[src/rtl/i2c_slave_rx_frontend.sv]
// I2C target receive front end.
// Oversamples SCL/SDA on pclk, detects START/STOP, shifts in the address,
// register-address and data bytes, drives ACK/NACK, and emits a byte stream
// with sideband flags for the downstream transaction collector.
// Optional feature: define I2C_GENERAL_CALL_EN to also ACK the general-call
// address 7'h00 with W and treat the transfer as a write.
module i2c_slave_rx_frontend #(
    parameter int                             SLAVE_ADDRESS_WIDTH = 7,
    parameter int                             DATA_WIDTH          = 8,
    parameter int                             MAXIMUM_BYTES       = 128,
    parameter logic [SLAVE_ADDRESS_WIDTH-1:0] SLAVE_ADDRESS       = 7'h68,
    parameter int                             SYNC_STAGES         = 2
) (
    input  logic                  pclk,
    input  logic                  areset,
    input  logic                  scl_i,
    input  logic                  sda_i,
    output logic                  sda_oe,
    output logic                  start_det,
    output logic                  stop_det,
    output logic                  addr_match,
    output logic                  read_write,
    output logic [DATA_WIDTH-1:0] byte_data,
    output logic                  byte_valid,
    output logic                  byte_is_reg,
    output logic [7:0]            byte_count,
    output logic                  overflow
);

    localparam int BIT_CNT_W = $clog2(DATA_WIDTH);
    localparam logic [BIT_CNT_W-1:0] BIT_LAST  = BIT_CNT_W'(DATA_WIDTH - 1);
    localparam logic [7:0]           MAX_COUNT = 8'(MAXIMUM_BYTES);

    localparam logic [2:0] IDLE     = 3'd0;
    localparam logic [2:0] ADDR     = 3'd1;
    localparam logic [2:0] ADDR_ACK = 3'd2;
    localparam logic [2:0] REG      = 3'd3;
    localparam logic [2:0] REG_ACK  = 3'd4;
    localparam logic [2:0] DATA     = 3'd5;
    localparam logic [2:0] DATA_ACK = 3'd6;
    localparam logic [2:0] IGNORE   = 3'd7;

    logic [SYNC_STAGES-1:0] scl_sync;
    logic [SYNC_STAGES-1:0] sda_sync;
    logic                   scl_prev;
    logic                   sda_prev;
    logic                   scl_s;
    logic                   sda_s;
    logic                   scl_rise;
    logic                   scl_fall;
    logic                   start_cond;
    logic                   stop_cond;

    logic [2:0]             state;
    logic [BIT_CNT_W-1:0]   bit_cnt;
    logic [DATA_WIDTH-2:0]  shift_reg;
    logic [DATA_WIDTH-1:0]  rx_byte;
    logic                   receiving;
    logic                   byte_done;
    logic                   addr_hit;

    // Synchronize the async bus pins; preset to 1 so reset looks like an idle bus
    always_ff @(posedge pclk) begin
        if (!areset) begin
            scl_sync <= '1;
            sda_sync <= '1;
            scl_prev <= 1'b1;
            sda_prev <= 1'b1;
        end else begin
            scl_sync <= {scl_sync[SYNC_STAGES-2:0], scl_i};
            sda_sync <= {sda_sync[SYNC_STAGES-2:0], sda_i};
            scl_prev <= scl_sync[SYNC_STAGES-1];
            sda_prev <= sda_sync[SYNC_STAGES-1];
        end
    end

    assign scl_s      = scl_sync[SYNC_STAGES-1];
    assign sda_s      = sda_sync[SYNC_STAGES-1];
    assign scl_rise   = scl_s & ~scl_prev;
    assign scl_fall   = ~scl_s & scl_prev;
    assign start_cond = scl_s & scl_prev & sda_prev & ~sda_s;
    assign stop_cond  = scl_s & scl_prev & ~sda_prev & sda_s;

    assign rx_byte    = {shift_reg, sda_s};
    assign receiving  = (state == ADDR) || (state == REG) || (state == DATA);
    assign byte_done  = receiving && scl_rise && (bit_cnt == BIT_LAST);

`ifdef I2C_GENERAL_CALL_EN
    assign addr_hit = (rx_byte[SLAVE_ADDRESS_WIDTH:1] == SLAVE_ADDRESS) ||
                      ((rx_byte[SLAVE_ADDRESS_WIDTH:1] == '0) && !rx_byte[0]);
`else
    assign addr_hit = (rx_byte[SLAVE_ADDRESS_WIDTH:1] == SLAVE_ADDRESS);
`endif

    // Protocol FSM: bus conditions first (START wins over STOP), then per-state byte handling
    always_ff @(posedge pclk) begin
        if (!areset) begin
            state       <= IDLE;
            bit_cnt     <= '0;
            shift_reg   <= '0;
            sda_oe      <= 1'b0;
            start_det   <= 1'b0;
            stop_det    <= 1'b0;
            addr_match  <= 1'b0;
            read_write  <= 1'b0;
            byte_data   <= '0;
            byte_valid  <= 1'b0;
            byte_is_reg <= 1'b0;
            byte_count  <= '0;
            overflow    <= 1'b0;
        end else begin
            start_det   <= 1'b0;
            stop_det    <= 1'b0;
            byte_valid  <= 1'b0;
            byte_is_reg <= 1'b0;
            if (start_cond) begin
                start_det  <= 1'b1;
                state      <= ADDR;
                bit_cnt    <= '0;
                byte_count <= '0;
                overflow   <= 1'b0;
                addr_match <= 1'b0;
                read_write <= 1'b0;
                sda_oe     <= 1'b0;
            end else if (stop_cond) begin
                stop_det   <= 1'b1;
                state      <= IDLE;
                bit_cnt    <= '0;
                addr_match <= 1'b0;
                sda_oe     <= 1'b0;
            end else begin
                if (receiving && scl_rise) begin
                    shift_reg <= rx_byte[DATA_WIDTH-2:0];
                    bit_cnt   <= (bit_cnt == BIT_LAST) ? '0 : bit_cnt + 1'b1;
                end
                case (state)
                    ADDR: begin
                        if (byte_done) begin
                            if (addr_hit) begin
                                state      <= ADDR_ACK;
                                addr_match <= 1'b1;
                                read_write <= rx_byte[0];
                            end else begin
                                state <= IGNORE;
                            end
                        end
                    end
                    REG: begin
                        if (byte_done) begin
                            byte_data   <= rx_byte;
                            byte_valid  <= 1'b1;
                            byte_is_reg <= 1'b1;
                            state       <= REG_ACK;
                        end
                    end
                    DATA: begin
                        if (byte_done) begin
                            if (byte_count < MAX_COUNT) begin
                                byte_data  <= rx_byte;
                                byte_valid <= 1'b1;
                                byte_count <= byte_count + 8'd1;
                                state      <= DATA_ACK;
                            end else begin
                                overflow <= 1'b1;
                                state    <= IGNORE;
                            end
                        end
                    end
                    ADDR_ACK, REG_ACK, DATA_ACK: begin
                        if (scl_fall) begin
                            if (!sda_oe) begin
                                sda_oe <= 1'b1;
                            end else begin
                                sda_oe <= 1'b0;
                                if (state == ADDR_ACK) begin
                                    state <= read_write ? IGNORE : REG;
                                end else begin
                                    state <= DATA;
                                end
                            end
                        end
                    end
                    default: begin
                        sda_oe <= 1'b0;
                    end
                endcase
            end
        end
    end

endmodule

[config.mk]
export PLATFORM = sky130hd
export DESIGN_NAME = i2c_slave_rx_frontend
export DESIGN_NICKNAME = d
export VERILOG_FILES = /design/src/rtl/i2c_slave_rx_frontend.sv
export SDC_FILE = /design/constraint.sdc
export NUM_CORES = 1
export LEC_CHECK = 0
export ABC_AREA = 1
export CORE_MARGIN = 8
export CORE_UTILIZATION = 49
export DETAILED_ROUTE_END_ITERATION = 8
export PLACE_DENSITY_LB_ADDON = 0.3
export SLEW_MARGIN = 40
export SYNTH_ARGS = -nofsm -noshare
export SYNTH_HDL_FRONTEND = slang
export SYNTH_SLANG_ARGS = --single-unit
export TNS_END_PERCENT = 30
[constraint.sdc]
create_clock -name pclk -period 1.95 [get_ports pclk]
set_input_delay 0.4875 -clock pclk [delete_from_list [all_inputs] [get_ports pclk]]
set_output_delay 0.4875 -clock pclk [all_outputs]
set_load 0.03 [all_outputs]
# Word-level counts from Yosys, hierarchy flattened
# Cells that the tools add are included.
# W data, S select, Z words.
# totals
reg_bits	43
in_bits	4
output_inout_bits	24
wordCells	104
# classes
n_addsub	2
order_cmp	1
n_eq_ne	19
muxes	26
bitwise_logic	17
n_reduce_logical	21
# op_table
cell	n
$mux W3	9
$mux W8	3
$ne A4 B4 Y1 const B	5
$reduce_and A6 Y1	3
$pmux W8 S2	1
$eq A3 B3 Y1 const B	4
$pmux W3 S4	1
$reduce_and A4 Y1	3
$mux W1	10
$ne A2 B2 Y1 const B	5
$not A1 Y1	10
$reduce_or A3 Y1	3
$add A8 B1 Y8 const B	1
$lt A8 B8 Y1 const B	1
$and A1 B1 Y1	7
$eq A7 B7 Y1 const B	1
$eq A3 B2 Y1 const B	2
$reduce_and A3 Y1	2
$reduce_bool A6 Y1	1
$pmux W1 S2	2
$reduce_bool A4 Y1	1
$reduce_or A4 Y1	1
$add A3 B1 Y3 const B	1
$eq A3 B1 Y1 const B	1
6 further kinds	8

# Longest topological paths before layout
# Gate-level depths: netlist (run 1).
# logic_depth
ltp_word	9
mapped_depth	10
ltp_nobuf	10

# Worst setup path before layout (run 1)
# OpenSTA, ideal clock, no wires.
# synth_timing
path_type	reg-to-reg
start	reg bit_cnt[0]
end	reg byte_data[1]
arrival_ns	1.343
t_required_ns	1.880
path_slack_ns	0.537
stages_incl_launch_ff	9
path_buffers	1
cell_sequence	dfxtp_1 -> ha_1 -> ha_1 -> nand2_2 -> inv_1 -> o21ai_2 -> buf_6 -> nand2_1 -> a21oi_1
# synth_between
elab_chain_len	4
word_cells_on_any_way	5
# synth_rtl
item	line_no	rtl
start: declaration	55	logic [BIT_CNT_W-1:0] bit_cnt;
start signal: assignment	134	bit_cnt <= (bit_cnt == BIT_LAST) ? '0 : bit_cnt + 1'b1;
$eq A3 B3 Y1 *	86	assign byte_done = receiving && scl_rise && (bit_cnt == BIT_LAST);
$logic_and A1 B1 Y1 *	86	
$ne A2 B2 Y1 (no source line)	--	
$reduce_and A6 Y1 (no source line) *	--	
end signal: assignment	150	byte_data <= rx_byte;
end signal: assignment	159	byte_data <= rx_byte;
end: declaration	23	output logic [DATA_WIDTH-1:0] byte_data,
# Every way passes the cells marked *; elsewhere a longest branch is shown, timed or not.
# A chain may end at the register's enable or synchronous reset.

# Worst setup path after layout (run 1)
# layout_timing
start	reg byte_count[5]
end	out byte_count[5]
# layout_rtl
item	line_no	rtl
start: declaration	26	output logic [7:0] byte_count,
start signal: assignment	161	byte_count <= byte_count + 8'd1;
# No word-level cell between the ends.

==> results by group, run 1 <==
Run status
  • Outcome: complete, no violations

STA
  • Max Freq: approximately 530 MHz
  • Worst-Margin Slew: ~520 ps
  • Slew Limit Fails: 0
  • Setup TNS: 0 ps
  • Final min period: between 1500 and 2000 ps
  • Fin Hold WS: 417.0 ps
  • Final period util: 0.9680
  • Final Setup Violations: 0
  • Final hold violation count: 0
  • Worst rel slew slack: 0.6527
  • RSZ-0062 raised after global routing: false
  • Clk_skew: about 7.3 ps

Worst setup path
  • CP bufs+invs: 1
  • Crit Path Category: flip-flop to output pin
  • Nature of the critical path endpoint: output pin
  • Worst path depth: 1
  • Crit path DAT: about 1400 ps
  • Family with the most delay on the worst path: buffers and inverters
  • Worst EP required: between 1000 and 1500 ps
  • Worst-path cell chain: clkdlybuf4s50_1
  • Crit path largest cell delay: 710 ps
  • CP max FO: 5
  • R2r worst-path depth: 7
  • Reg-to-Reg Start: bit_cnt[0]$_SDFFE_PP0P_
  • Crit path max-delay cell type: clkdlybuf4s50_1
  • Reg2reg setup slack: 360 ps
  • CP startpoint kind: flip-flop
  • Reg-to-reg endpoint: byte_data[7]$_SDFFE_PN0P_

Routing
  • Routed len/inst: around 13 um
  • WL met1: 2.039 mm
  • WL final: 4.147 mm
  • Antenna viol nets, final: 0
  • Via count: between 1500 and 2000
  • First-pass detailed-route iteration total: 4
  • Metal2 WL: between 1.5 and 2 mm
  • Max Used Layer: met4
  • Via/cell ratio: about 5.0
  • DRT iter0 DRCs: slightly above 80
  • DRC viols: 0
  • Met3 routed WL: 159 um

Placement
  • Placed Area: approximately 2200 sq um
  • Placed cell count: roughly 320
  • RD Place Congestion: ~0.85
  • PortBufs: 27
  • Detail Placement HPWL: 3.085 mm

Floorplan
  • Die width: 78.10 um
  • Core Area: about 3700 sq um
  • Starting Density: 0.5122
  • Die area: between 6000 and 7000 sq um
  • Num rows: 22
  • Die height: 78.10 um
  • IO Pins: 28

Synth
  • Cell area after synthesis: 1889 sq um
  • Synth Area in XOR/XNOR: 0.01391
  • Syn Area/Cell: approximately 7.6 sq um
  • Synthesized net count: around 260
  • Synth Area in Adders: 0.01987
  • Yosys reg bits: 43
  • Mux cell area share after synthesis: 0
  • Post-Synth Simple-Gate Area: 0.3258
  • Post-synth cell types: 32
  • Gate Count Post-Synth: between 200 and 250
  • Ys Warns: 0
  • Main combinational cell family by area after synthesis: simple AND/OR/NAND/NOR gates
  • Post-synthesis sequential area ratio: 0.4556
  • Synth Area in Compound Gates: 0.1172

Global route
  • GRT Overall Usage: 0.1431
  • Largest net degree at the start of global routing: 15
  • Vias in the first global route: 1533
  • First-pass GRT wire length: between 7 and 8 mm
  • Initial antenna violation count: 0
  • Grt total ovfl: 0

Layout
  • FILL cells: about 340
  • Fin util: 0.6299
  • Ant. Diodes: 0
  • Final #Nets: a little under 300
  • Layout cells sized above 1: 0.1201
  • P&R area growth vs syn: 22.98%
  • Final instance area: 2323 sq um
  • Post-route insts no fill: roughly 330

Worst hold path
  • Min-Delay Path Class: flip-flop to flip-flop
  • Hold Crit Depth: 1
  • WHS Endpoint: sda_sync[1]$_SDFF_PN1_
  • Hold Crit Start: sda_sync[0]$_SDFF_PN1_

Clocking
  • Worst-skew pair later-pin latency: about 300 ps
  • Total CTS buffers: 5
  • Clk Tree Root Cell: clkbuf_8
  • Clk slew on worst S/H paths: 80 ps
  • CTS tree: built
  • # hold bufs at CTS: 0
  • H-tree levels: 2
  • CTS max path bufs: 2
  • Clock sink count: 43

Pwr
  • Pwr per Cell Area: ~760 nW/um^2
  • Max IR drop VDD: a little over 600 uV
  • Leak pwr: 0.001036 uW

Job
  • Max_cap viols: 0
metrics by stage:
step                      worst slack (ps)  power, uW
after detailed placement             225.0       1189
after floorplan                      537.4       1126
after global placement               252.9       1183
final                                62.37       1770
after global routing                 11.06       1861
after CTS                            14.95       1780
repair_timing:
action | CTS | global route
buffers inserted | 0 | 0
endpoints found under the setup margin | 1 | 3
gates resized for setup | 1 | 3
power breakdown:
part	internal [uW]	switching, uW	leakage (uW)
Combinational	79.0	153	0.000640
Clock	289	312	0.0000474
Sequential	904	32.6	0.000348
cells by family after synthesis:
logic type      count (synthesis)
compound gates                 40
flops                          43
xor+xnor                        3
simple gates                  130
buf+inv                        29
fa+ha+maj                       3
cell usage in the layout, fill, tap and decap left out, types with 4 or more instances in the layout:
cell type        instances
buf_4                    4
nand2_1                 60
dfxtp_1                 43
clkbuf_8                 6
nand3_1                  6
o211ai_1                 4
inv_1                   21
a21oi_1                 22
nor2_1                  41
clkdlybuf4s50_1         23
or2_2                    4
o21ai_0                 10
worst max path at each step:
stage	from	endpoint	slack, ps
after floorplan	bit_cnt[0]$_SDFFE_PP0P_	byte_data[1]$_SDFFE_PN0P_	540
after global placement	areset	bit_cnt[0]$_SDFFE_PP0P_	250
after detailed placement	areset	bit_cnt[0]$_SDFFE_PP0P_	230
after CTS	byte_count[6]$_SDFFE_PP0P_	byte_count[6]	10
after global routing	byte_count[0]$_SDFFE_PP0P_	byte_count[0]	10
final	byte_count[5]$_SDFFE_PP0P_	byte_count[5]	60
synthesized netlist by cell type:
master,n,area share
nor4_1,1,0.0033
o21a_1,1,0.0040
buf_6,2,0.012
ha_1,3,0.020
xor2_1,2,0.0093
inv_4,1,0.0033
inv_1,21,0.042
nor2_2,2,0.0066
nor2_1,41,0.081
nand2_4,2,0.012
a21oi_1,22,0.058
nor3_1,2,0.0053
nand3b_1,2,0.0079
inv_2,3,0.0060
nand4_1,1,0.0033
nand3_4,1,0.0093
o21ai_0,10,0.026
or2_2,4,0.013
buf_2,1,0.0026
clkbuf_1,1,0.0020
o211ai_1,4,0.016
xnor2_1,1,0.0046
nand2_1,60,0.12
nand2_2,3,0.0099
nand3_2,1,0.0053
a211oi_1,1,0.0040
dfxtp_1,43,0.46
a22oi_1,1,0.0040
nor2_4,2,0.012
o21ai_2,1,0.0046
nand3_1,6,0.016
nor2_8,2,0.021
layout make-up:
type                            instances  area (sq um)  share of cell area
Clock inverter                          2         16.27            0.007001
Inverter                               25         96.34             0.04146
Sequential cell                        43         860.8              0.3705
Timing Repair Buffer                   31         306.5              0.1319
Multi-Input combinational cell        176         900.9              0.3877
Clock buffer                            6         82.58             0.03554
Tap cell                               48         60.06             0.02585
metal layers:
layer / up-vias / GRT usage
li1: 864 / -
met1: 751 / 0.1794
met2: 24 / 0.2187
met3: 4 / 0.04100
met4: 0 / 0.07222
met5: - / 0
Power figures use the tool's default switching activity.
==> run 2, diff against run 1 <==
Settings changed: CTS_BUF_LIST from default to sky130_fd_sc_hd__clkbuf_8.
==> results of run 2 <==
Final layout, timing and power as in run 1 (identical DEF).
